`src/rtl/udc_pkg.sv`:
```
// Shared types and constants for the bounded up/down counter.
// Direction encoding and saturate/wrap mode values.
package udc_pkg;

    typedef enum logic {
        DIR_UP = 1'b0,
        DIR_DN = 1'b1
    } dir_e;

    localparam logic SAT_MODE  = 1'b1;
    localparam logic WRAP_MODE = 1'b0;

endpackage

```
`src/rtl/udc_next_calc.sv`:
```
// Combinational next-count calculation for the bounded up/down counter.
// Ports: count, step, dir, min_val, max_val, sat in; nxt, crossed_max, crossed_min out.
module udc_next_calc
    import udc_pkg::*;
#(
    parameter int WIDTH  = 8,
    parameter int STEP_W = 4
) (
    input  logic [WIDTH-1:0]  count,
    input  logic [STEP_W-1:0] step,
    input  dir_e              dir,
    input  logic [WIDTH-1:0]  min_val,
    input  logic [WIDTH-1:0]  max_val,
    input  logic              sat,
    output logic [WIDTH-1:0]  nxt,
    output logic              crossed_max,
    output logic              crossed_min
);

    // One extra bit keeps the carry so a sum past 2^WIDTH is still seen.
    logic [WIDTH:0] sum_up;
    // Two extra bits: room for the carry plus a sign for negative results.
    logic signed [WIDTH+1:0] diff_dn;
    logic signed [WIDTH+1:0] min_s;

    assign sum_up  = (WIDTH+1)'(count) + (WIDTH+1)'(step);
    assign diff_dn = $signed((WIDTH+2)'(count)) - $signed((WIDTH+2)'(step));
    assign min_s   = $signed((WIDTH+2)'(min_val));

    always_comb begin
        nxt         = count;
        crossed_max = 1'b0;
        crossed_min = 1'b0;
        // A zero step holds even when count is outside the bounds.
        if (step != '0) begin
            if (dir == DIR_UP) begin
                if (sum_up > (WIDTH+1)'(max_val)) begin
                    crossed_max = 1'b1;
                    nxt = (sat == WRAP_MODE) ? min_val : max_val;
                end else begin
                    nxt = sum_up[WIDTH-1:0];
                end
            end else begin
                if (diff_dn < min_s) begin
                    crossed_min = 1'b1;
                    nxt = (sat == WRAP_MODE) ? max_val : min_val;
                end else begin
                    nxt = diff_dn[WIDTH-1:0];
                end
            end
        end
    end

endmodule

```
`src/rtl/bounded_updown_counter.sv`:
```
// Up/down counter with load, runtime bounds, step, saturate/wrap and ovf/unf pulses.
// Ports: clk, rst_n, en, m, load, data_in, step, min_val, max_val, sat in;
// count, at_min, at_max, ovf, unf, cfg_err out. Macro UDC_BOUNCE_EN adds input
// bounce and a direction FSM that reverses at the bounds.
module bounded_updown_counter
    import udc_pkg::*;
#(
    parameter int               WIDTH   = 8,
    parameter int               STEP_W  = 4,
    parameter logic [WIDTH-1:0] RST_VAL = '0
) (
    input  logic              clk,
    input  logic              rst_n,
    input  logic              en,
    input  logic              m,
    input  logic              load,
    input  logic [WIDTH-1:0]  data_in,
    input  logic [STEP_W-1:0] step,
    input  logic [WIDTH-1:0]  min_val,
    input  logic [WIDTH-1:0]  max_val,
    input  logic              sat,
`ifdef UDC_BOUNCE_EN
    input  logic              bounce,
`endif
    output logic [WIDTH-1:0]  count,
    output logic              at_min,
    output logic              at_max,
    output logic              ovf,
    output logic              unf,
    output logic              cfg_err
);

    logic [WIDTH-1:0] count_q;
    logic             ovf_q;
    logic             unf_q;
    logic [WIDTH-1:0] load_val;
    logic [WIDTH-1:0] nxt;
    logic             crossed_max;
    logic             crossed_min;
    dir_e             dir;
    logic             sat_eff;

    assign cfg_err = (min_val > max_val);
    assign at_min  = (count_q == min_val);
    assign at_max  = (count_q == max_val);
    assign count   = count_q;
    assign ovf     = ovf_q;
    assign unf     = unf_q;

    assign load_val = (data_in < min_val) ? min_val :
                      (data_in > max_val) ? max_val : data_in;

`ifdef UDC_BOUNCE_EN
    dir_e dir_q;
    dir_e dir_d;

    always_ff @(posedge clk) begin
        if (!rst_n) begin
            dir_q <= DIR_UP;
        end else begin
            dir_q <= dir_d;
        end
    end

    always_comb begin
        dir_d = dir_q;
        if (!cfg_err && load) begin
            dir_d = DIR_UP;
        end else if (!bounce) begin
            dir_d = dir_e'(m);
        end else if (!cfg_err && en && crossed_max) begin
            dir_d = DIR_DN;
        end else if (!cfg_err && en && crossed_min) begin
            dir_d = DIR_UP;
        end
    end

    // Bouncing always stops at the bound, then the FSM turns around.
    assign dir     = bounce ? dir_q : dir_e'(m);
    assign sat_eff = bounce ? SAT_MODE : sat;
`else
    assign dir     = dir_e'(m);
    assign sat_eff = sat;
`endif

    udc_next_calc #(
        .WIDTH  (WIDTH),
        .STEP_W (STEP_W)
    ) u_next (
        .count       (count_q),
        .step        (step),
        .dir         (dir),
        .min_val     (min_val),
        .max_val     (max_val),
        .sat         (sat_eff),
        .nxt         (nxt),
        .crossed_max (crossed_max),
        .crossed_min (crossed_min)
    );

    always_ff @(posedge clk) begin
        if (!rst_n) begin
            count_q <= RST_VAL;
            ovf_q   <= 1'b0;
            unf_q   <= 1'b0;
        end else begin
            ovf_q <= 1'b0;
            unf_q <= 1'b0;
            if (!cfg_err) begin
                if (load) begin
                    count_q <= load_val;
                end else if (en) begin
                    count_q <= nxt;
                    ovf_q   <= crossed_max;
                    unf_q   <= crossed_min;
                end
            end
        end
    end

endmodule

```
`config.mk`:
```
export PLATFORM = sky130hd
export DESIGN_NAME = bounded_updown_counter
export DESIGN_NICKNAME = d
export VERILOG_FILES = /design/src/rtl/udc_pkg.sv /design/src/rtl/udc_next_calc.sv /design/src/rtl/bounded_updown_counter.sv
export SDC_FILE = /design/constraint.sdc
export NUM_CORES = 1
export LEC_CHECK = 0
export ABC_CLOCK_PERIOD_IN_PS = 3400
export BUFFER_PORTS_ARGS = -buffer_cell sky130_fd_sc_hd__buf_2
export CORE_ASPECT_RATIO = 1.4
export CORE_UTILIZATION = 52
export CTS_BUF_LIST = sky130_fd_sc_hd__clkbuf_4 sky130_fd_sc_hd__clkbuf_8 sky130_fd_sc_hd__clkbuf_16
export CTS_CLUSTER_SIZE = 28
export DETAILED_ROUTE_END_ITERATION = 7
export PLACE_DENSITY = 0.76
export SLEW_MARGIN = 10
export SYNTH_ARGS = -nofsm -noshare
export SYNTH_HDL_FRONTEND = slang
export SYNTH_SLANG_ARGS = --single-unit
```
`constraint.sdc`:
```
create_clock -name clk -period 3.4 [get_ports clk]
set_clock_uncertainty 0.1 [all_clocks]
set_input_delay 0.17 -clock clk [delete_from_list [all_inputs] [get_ports clk]]
set_output_delay 0.17 -clock clk [all_outputs]
set_load 0.005 [all_outputs]
```
==> flow_summary.json, run 1 <==
{
  "drt-pass1-iter-count": 6,
  "io_pins": 47,
  "status": "finished with violations",
  "p_clk_frac": 0.120,
  "antenna_found_initial": 0,
  "synth.most_common_cell": "ha_1",
  "synthesis.area_um2": 2504,
  "path_clk_slew_ps": 50,
  "diodes": 0,
  "timing.final.max_slew_violations": 0,
  "cts_tree": "done",
  "grt-ovfl-total": 0,
  "num_rows": 29,
  "core_um2": 4572,
  "relSlewSlack": 0.6680,
  "violations": "setup timing",
  "cp.arrival_ps": 3580,
  "die-width_um": 60.65,
  "p_per_area_nw_per_um2": 425.2,
  "p_sw_uw": 585.6,
  "ys_seq_elements": 10,
  "dr.first_iter.drc_count": 144,
  "synth_top_area_cell": "ha_1",
  "cts.path.max_buffers": 2,
  "r2r_cells": 15,
  "ys.flop_type": "dfxtp_1",
  "hold_viol_final": 0,
  "critical_path_buf_inv_count": 3,
  "worstSetupPathType": "reg2reg",
  "io_buffers": 46,
  "route.vias.total": 2707,
  "swShare": 0.4434,
  "syn_to_final_growth_pct": 24.04,
  "crit_required_ps": 3490,
  "power_uw": 1321,
  "crit_family": "compound AO/OA/AOI/OAI gates",
  "routed_wl_mm": 7.923,
  "num-nets-final": 468,
  "finalWeightedCongestion": 0.9772,
  "combinationalPowerShare": 0.753,
  "r2r-end": "count[0]",
  "die_h_um": 84.10,
  "finalCoreUtilization": 0.6793,
  "drv_cap": 0,
  "slowest_stage": "fa_2",
  "avgSynthCellArea_um2": 7.727,
  "internal_power_uw": 735.0,
  "drive_gt1_frac": 0.2961,
  "grt.total_usage": 0.3343,
  "start_util": 0.5476,
  "slowest_delay_ps": 400,
  "place_area_um2": 2903,
  "synth_cell_types": 52,
  "die_area_um2": 5100,
  "reg2reg_from": "count[0]",
  "cpMostUsedCell": "ha_4",
  "hold_path.class": "in2reg",
  "start_kind": "flop",
  "cp-end-kind": "flop",
  "power.leakage_uw": 0.001478,
  "cts_sinks": 10,
  "power.share.sequential": 0.127,
  "finalSetupViolations": 8,
  "rsz0062_at_grt": "yes",
  "vias_per_cell": 6.056,
  "irDropWorstVdd_mv": 0.1507,
  "reg2reg_setup_slack_ps": -90,
  "wl_per_cell_um": 17.72,
  "holdPathStages": 3,
  "layout_min_cycle_time_ps": 3491,
  "htree_num_levels": 1,
  "synth_nets": 406,
  "fin_ws_ps": -91.22,
  "whs_ps": 132.1,
  "final_area_um2": 3105,
  "grt_start_max_net_pins": 31,
  "cts_buffers": 3,
  "crit_fanout": 8,
  "grt_pass1_wl_mm": 12.93,
  "worstPathCellList": "inv_4 > ha_4 > inv_2 > fa_2 > a21o_4 > a2111oi_4 > xnor2_1 > inv_1 > ha_4 > nand4_1 > o31ai_2 > nor2b_4 > mux2_4 > o221ai_2 > o221a_2",
  "clock_latency_ps": 250,
  "worstMarginPinSlew_ps": 498.0,
  "synth-edff-count": 0,
  "ys_warn_count": 0,
  "synth_seq_area_share": 0.07996,
  "grt_pass1_vias": 2717,
  "hp-start": "rst_n",
  "clock-root-buffer": "clkbuf_8",
  "max_freq_mhz": 286.4,
  "antenna_left": 0,
  "async_reset_ff_frac": 0,
  "min_to": "unf",
  "synthTopCellsByCount": "46 x ha_1, 30 x inv_1, 25 x a21oi_1",
  "netlist_top_cells_area": "ha_1 23%, dfxtp_1 8.0%, xnor2_1 7.0%",
  "drcViolationCount": 0,
  "synth_top_area_frac": 0.2299,
  "postSynthCellCount": 324,
  "fin_crit_sh": 1.027,
  "dpl.hpwl_mm": 6.458
}
## metrics by stage
stage / worst slack (ps) / setup TNS [ps] / instances
final: -91.22 / -515.1 / 447
after global routing: -277.0 / -1961 / 447
after floorplan: -66.91 / -66.91 / 324
after detailed placement: -275.7 / -1774 / 437
after CTS: -122.5 / -622.0 / 445
after global placement: -159.3 / -800.5 / 437
## worst max-delay path by stage
stage              from        to  slack, ps  cells past startpoint
6_report       count[0]  count[0]        -90                     15
5_1_grt        count[0]  count[0]       -280                     15
3_3_place_gp   count[0]  count[0]       -160                     15
3_5_place_dp   count[0]  count[0]       -280                     15
2_1_floorplan  count[0]  count[0]        -70                     17
4_1_cts        count[0]  count[0]       -120                     15
## cells in the final DEF (no fill, tap or decap), types with 4 or more instances in the layout
cell      netlist  layout
a21o_1          6       6
a21oi_1        25      22
xor2_1          7       6
nor3_1          4       4
mux2i_1         9       9
nand3_1         6       6
nor2_1         22      22
o211ai_1        7       7
nor2b_1         5       4
clkbuf_8        2       4
inv_1          30      28
buf_4           0      23
o21ai_0        22      18
nand2_1        21      21
o21ai_1         0       4
mux2_2          8       7
o221a_2         4       4
buf_2           2      46
xnor2_1        20      20
nand4_1        10      10
dfxtp_1        10       8
ha_1           46      43
o221ai_1        5       5
## worst reg2reg max path: stages, from the launching register on
cell and delay, ps:
dfxtp_4 350, inv_4 50, ha_4 110, inv_2 40, fa_2 400, a21o_4 220, a2111oi_4 300, xnor2_1 180
inv_1 100, ha_4 270, nand4_1 90, o31ai_2 220, nor2b_4 310, mux2_4 330, o221ai_2 150, o221a_2 200
## kinds of logic after synthesis
logic type / Yosys count / share of synthesized area
AOI/OAI and AO/OA: 98 / 0.2669
xor gates and xnor gates: 27 / 0.09445
adders and majority gates: 48 / 0.2459
buffers and inverters: 43 / 0.07946
DFF: 10 / 0.07996
muxes: 18 / 0.07796
and+or+nand+nor: 80 / 0.1554
## routing by layer
layer,global-route usage,share of wire,vias up
met5,0,0,-
met4,0.1880,0.050,0
met3,0.04341,0.044,29
met2,0.5624,0.50,114
met1,0.3912,0.40,1257
li1,-,-,1307
## area by class of cell
| type | instances | area [um2] |
|---|---|---|
| clock buffer | 4 | 55.05 |
| inverter | 30 | 115.1 |
| fill | 406 | 1466 |
| tap | 62 | 77.57 |
| timing repair buffer | 70 | 414.1 |
| multi-input combinational | 271 | 2238 |
| sequential | 10 | 205.2 |
## registers in the layout, indices dropped and copies added (netlist names)
register / flops
count: 8
ovf: 1
unf: 1
## repair_timing
item,in CTS,in global routing
setup endpoints to repair,8,8
gates resized for setup,10,16
setup buffers,4,2
hold buffers,0,0
pin swaps,10,14
## power groups by stage
stage / logic [uW] / clock network (uW) / registers [uW]
floorplan: 631 / 0 / 160
global placement: 858 / 0 / 167
detailed placement: 874 / 0 / 167
CTS: 944 / 156 / 165
global route: 1080 / 162 / 172
finish: 994 / 158 / 168
No activity file was read; power rests on OpenSTA's default activity.
==> inputs of run 2 (changes only) <==
--- a/config.mk
+++ b/config.mk
@@ -8,11 +8,11 @@
 export ABC_CLOCK_PERIOD_IN_PS = 3400
 export BUFFER_PORTS_ARGS = -buffer_cell sky130_fd_sc_hd__buf_2
 export CORE_ASPECT_RATIO = 1.4
-export CORE_UTILIZATION = 52
+export CORE_UTILIZATION = 35
 export CTS_BUF_LIST = sky130_fd_sc_hd__clkbuf_4 sky130_fd_sc_hd__clkbuf_8 sky130_fd_sc_hd__clkbuf_16
 export CTS_CLUSTER_SIZE = 28
 export DETAILED_ROUTE_END_ITERATION = 7
-export PLACE_DENSITY = 0.76
+export PLACE_DENSITY = 0.55
 export SLEW_MARGIN = 10
 export SYNTH_ARGS = -nofsm -noshare
 export SYNTH_HDL_FRONTEND = slang
==> flow_summary.json, run 2 (same netlist as run 1, synthesis figures left out) <==
{
  "layout_min_cycle_time_ps": 3488,
  "die-width_um": 73.48,
  "grt-ovfl-total": 0,
  "io_pins": 47,
  "status": "finished with violations",
  "cts_sinks": 10,
  "timing.final.max_slew_violations": 0,
  "cts_tree": "done",
  "min_to": "unf",
  "worstPathCellList": "inv_4 > ha_4 > inv_2 > fa_2 > a21o_4 > a2111oi_4 > xnor2_1 > inv_1 > ha_4 > nand4_1 > o31ai_2 > nor2b_4 > buf_4 > mux2_4 > o2bb2ai_2 > o21ai_1",
  "r2r_cells": 16,
  "use_met1": 0.2878,
  "grt_start_max_net_pins": 31,
  "cp-end-kind": "flop",
  "violations": "setup timing",
  "hold_viol_final": 0,
  "irDropWorstVdd_mv": 0.1731,
  "relSlewSlack": 0.6581,
  "drt-pass1-iter-count": 5,
  "reg2reg_setup_slack_ps": -90,
  "finalCoreUtilization": 0.4684,
  "grt_pass1_wl_mm": 13.01,
  "cpMostUsedCell": "ha_4",
  "routed_wl_mm": 8.471,
  "worstMarginPinSlew_ps": 512.9,
  "reg2reg_from": "count[0]",
  "clock_latency_ps": 240,
  "start_util": 0.3609,
  "dpl.hpwl_mm": 7.076,
  "die_h_um": 102.1,
  "die_area_um2": 7500,
  "r2r-end": "count[7]",
  "num_rows": 36,
  "syn_to_final_growth_pct": 29.79,
  "drive_gt1_frac": 0.3215,
  "multi_input_area_um2": 2268,
  "finalSetupViolations": 6,
  "power.leakage_uw": 0.001530,
  "cts.path.max_buffers": 2,
  "fin_ws_ps": -87.56,
  "vias_per_cell": 5.467,
  "drcViolationCount": 0,
  "seq_area_um2": 205.2,
  "grtUsageMet2": 0.3987,
  "mostFrequentLayoutCells": "46 x buf_2, 42 x ha_1, 32 x buf_4",
  "route.vias.total": 2679,
  "fin_crit_sh": 1.026,
  "drv_cap": 0,
  "crit_required_ps": 3420,
  "final_area_um2": 3249,
  "crit_fanout": 7,
  "start_kind": "flop",
  "use_met3": 0.01381,
  "cp.arrival_ps": 3510,
  "finalWeightedCongestion": 0.9274,
  "grt_pass1_vias": 2576,
  "slowest_delay_ps": 360,
  "wl_per_cell_um": 17.29,
  "antenna_found_initial": 0,
  "p_per_area_nw_per_um2": 420.2,
  "dr.first_iter.drc_count": 78,
  "slowest_stage": "dfxtp_4",
  "top_usage_layer": "met2",
  "clock-root-buffer": "clkbuf_8",
  "htree_num_levels": 1,
  "postCtsHoldBufs": 0,
  "core_um2": 6937,
  "grt.total_usage": 0.2301,
  "worstSetupPathType": "reg2reg",
  "final_common_cell": "buf_2",
  "cts_buffers": 3,
  "hp-start": "rst_n",
  "antenna_left": 0,
  "io_buffers": 46,
  "hold_path.class": "in2reg",
  "holdPathStages": 3,
  "diodes": 0,
  "largest_register_ffs": 8,
  "max_freq_mhz": 286.7,
  "place_area_um2": 3039,
  "fillerInstances": 749,
  "path_clk_slew_ps": 50,
  "rsz0062_at_grt": "yes",
  "num-nets-final": 478
}
run 2: routing by layer:
layer / part of all wire / routed length (um)
met3: 0.031 / 265
met5: 0 / 0
met2: 0.50 / 4258
met1: 0.42 / 3600
met4: 0.041 / 347
run 2: worst max path at each step:
stage | start | to | slack, ps | depth (start not counted)
after floorplan | count[0] | count[0] | -70 | 17
after global placement | count[0] | count[0] | -100 | 17
after detailed placement | count[0] | count[0] | -160 | 17
after CTS | count[0] | count[0] | -40 | 15
after global routing | count[0] | count[7] | -270 | 16
final | count[0] | count[7] | -90 | 16
run 2: timing repair:
item / CTS / global route
setup buffers: 3 / 4
endpoints found under the hold margin: 0 / 0
setup endpoints to repair: 8 / 8
pin swaps: 6 / 17
gates resized for setup: 13 / 20
run 2: where the power goes:
group          leakage, uW  total [uW]  switching (uW)  internal (uW)
registers        0.0000835         168            31.6            136
clock network    0.0000262         142            51.1           90.5
logic              0.00142        1060             515            541
run 2: stage by stage:
step	total power, uW	TNS (ps)	cells	worst slack (ps)	hold WS [ps]
after floorplan	790.4	-66.91	324	-66.91	188.3
after global placement	1117	-461.9	481	-103.6	385.6
after detailed placement	1125	-919.0	481	-161.5	391.1
after CTS	1284	-127.4	487	-44.12	142.5
after global routing	1468	-1800	490	-273.6	156.3
final	1365	-350.9	490	-87.56	139.0
run 2: cell type report:
cell class                      count  area share
Clock buffer                        4     0.01502
Inverter                           30     0.03543
Multi-Input combinational cell    271      0.6981
Sequential cell                    10     0.06315
Tap cell                           95     0.03658
Timing Repair Buffer               80      0.1517
run 2: worst max-delay path: cells and delay by family (launching register included):
kind | cells | cell delay, ps
compound gates | 5 | 950
buf+inv | 4 | 340
xor+xnor | 1 | 180
mux | 1 | 290
fa+ha+maj | 3 | 720
simple gates | 2 | 410
flops | 1 | 360
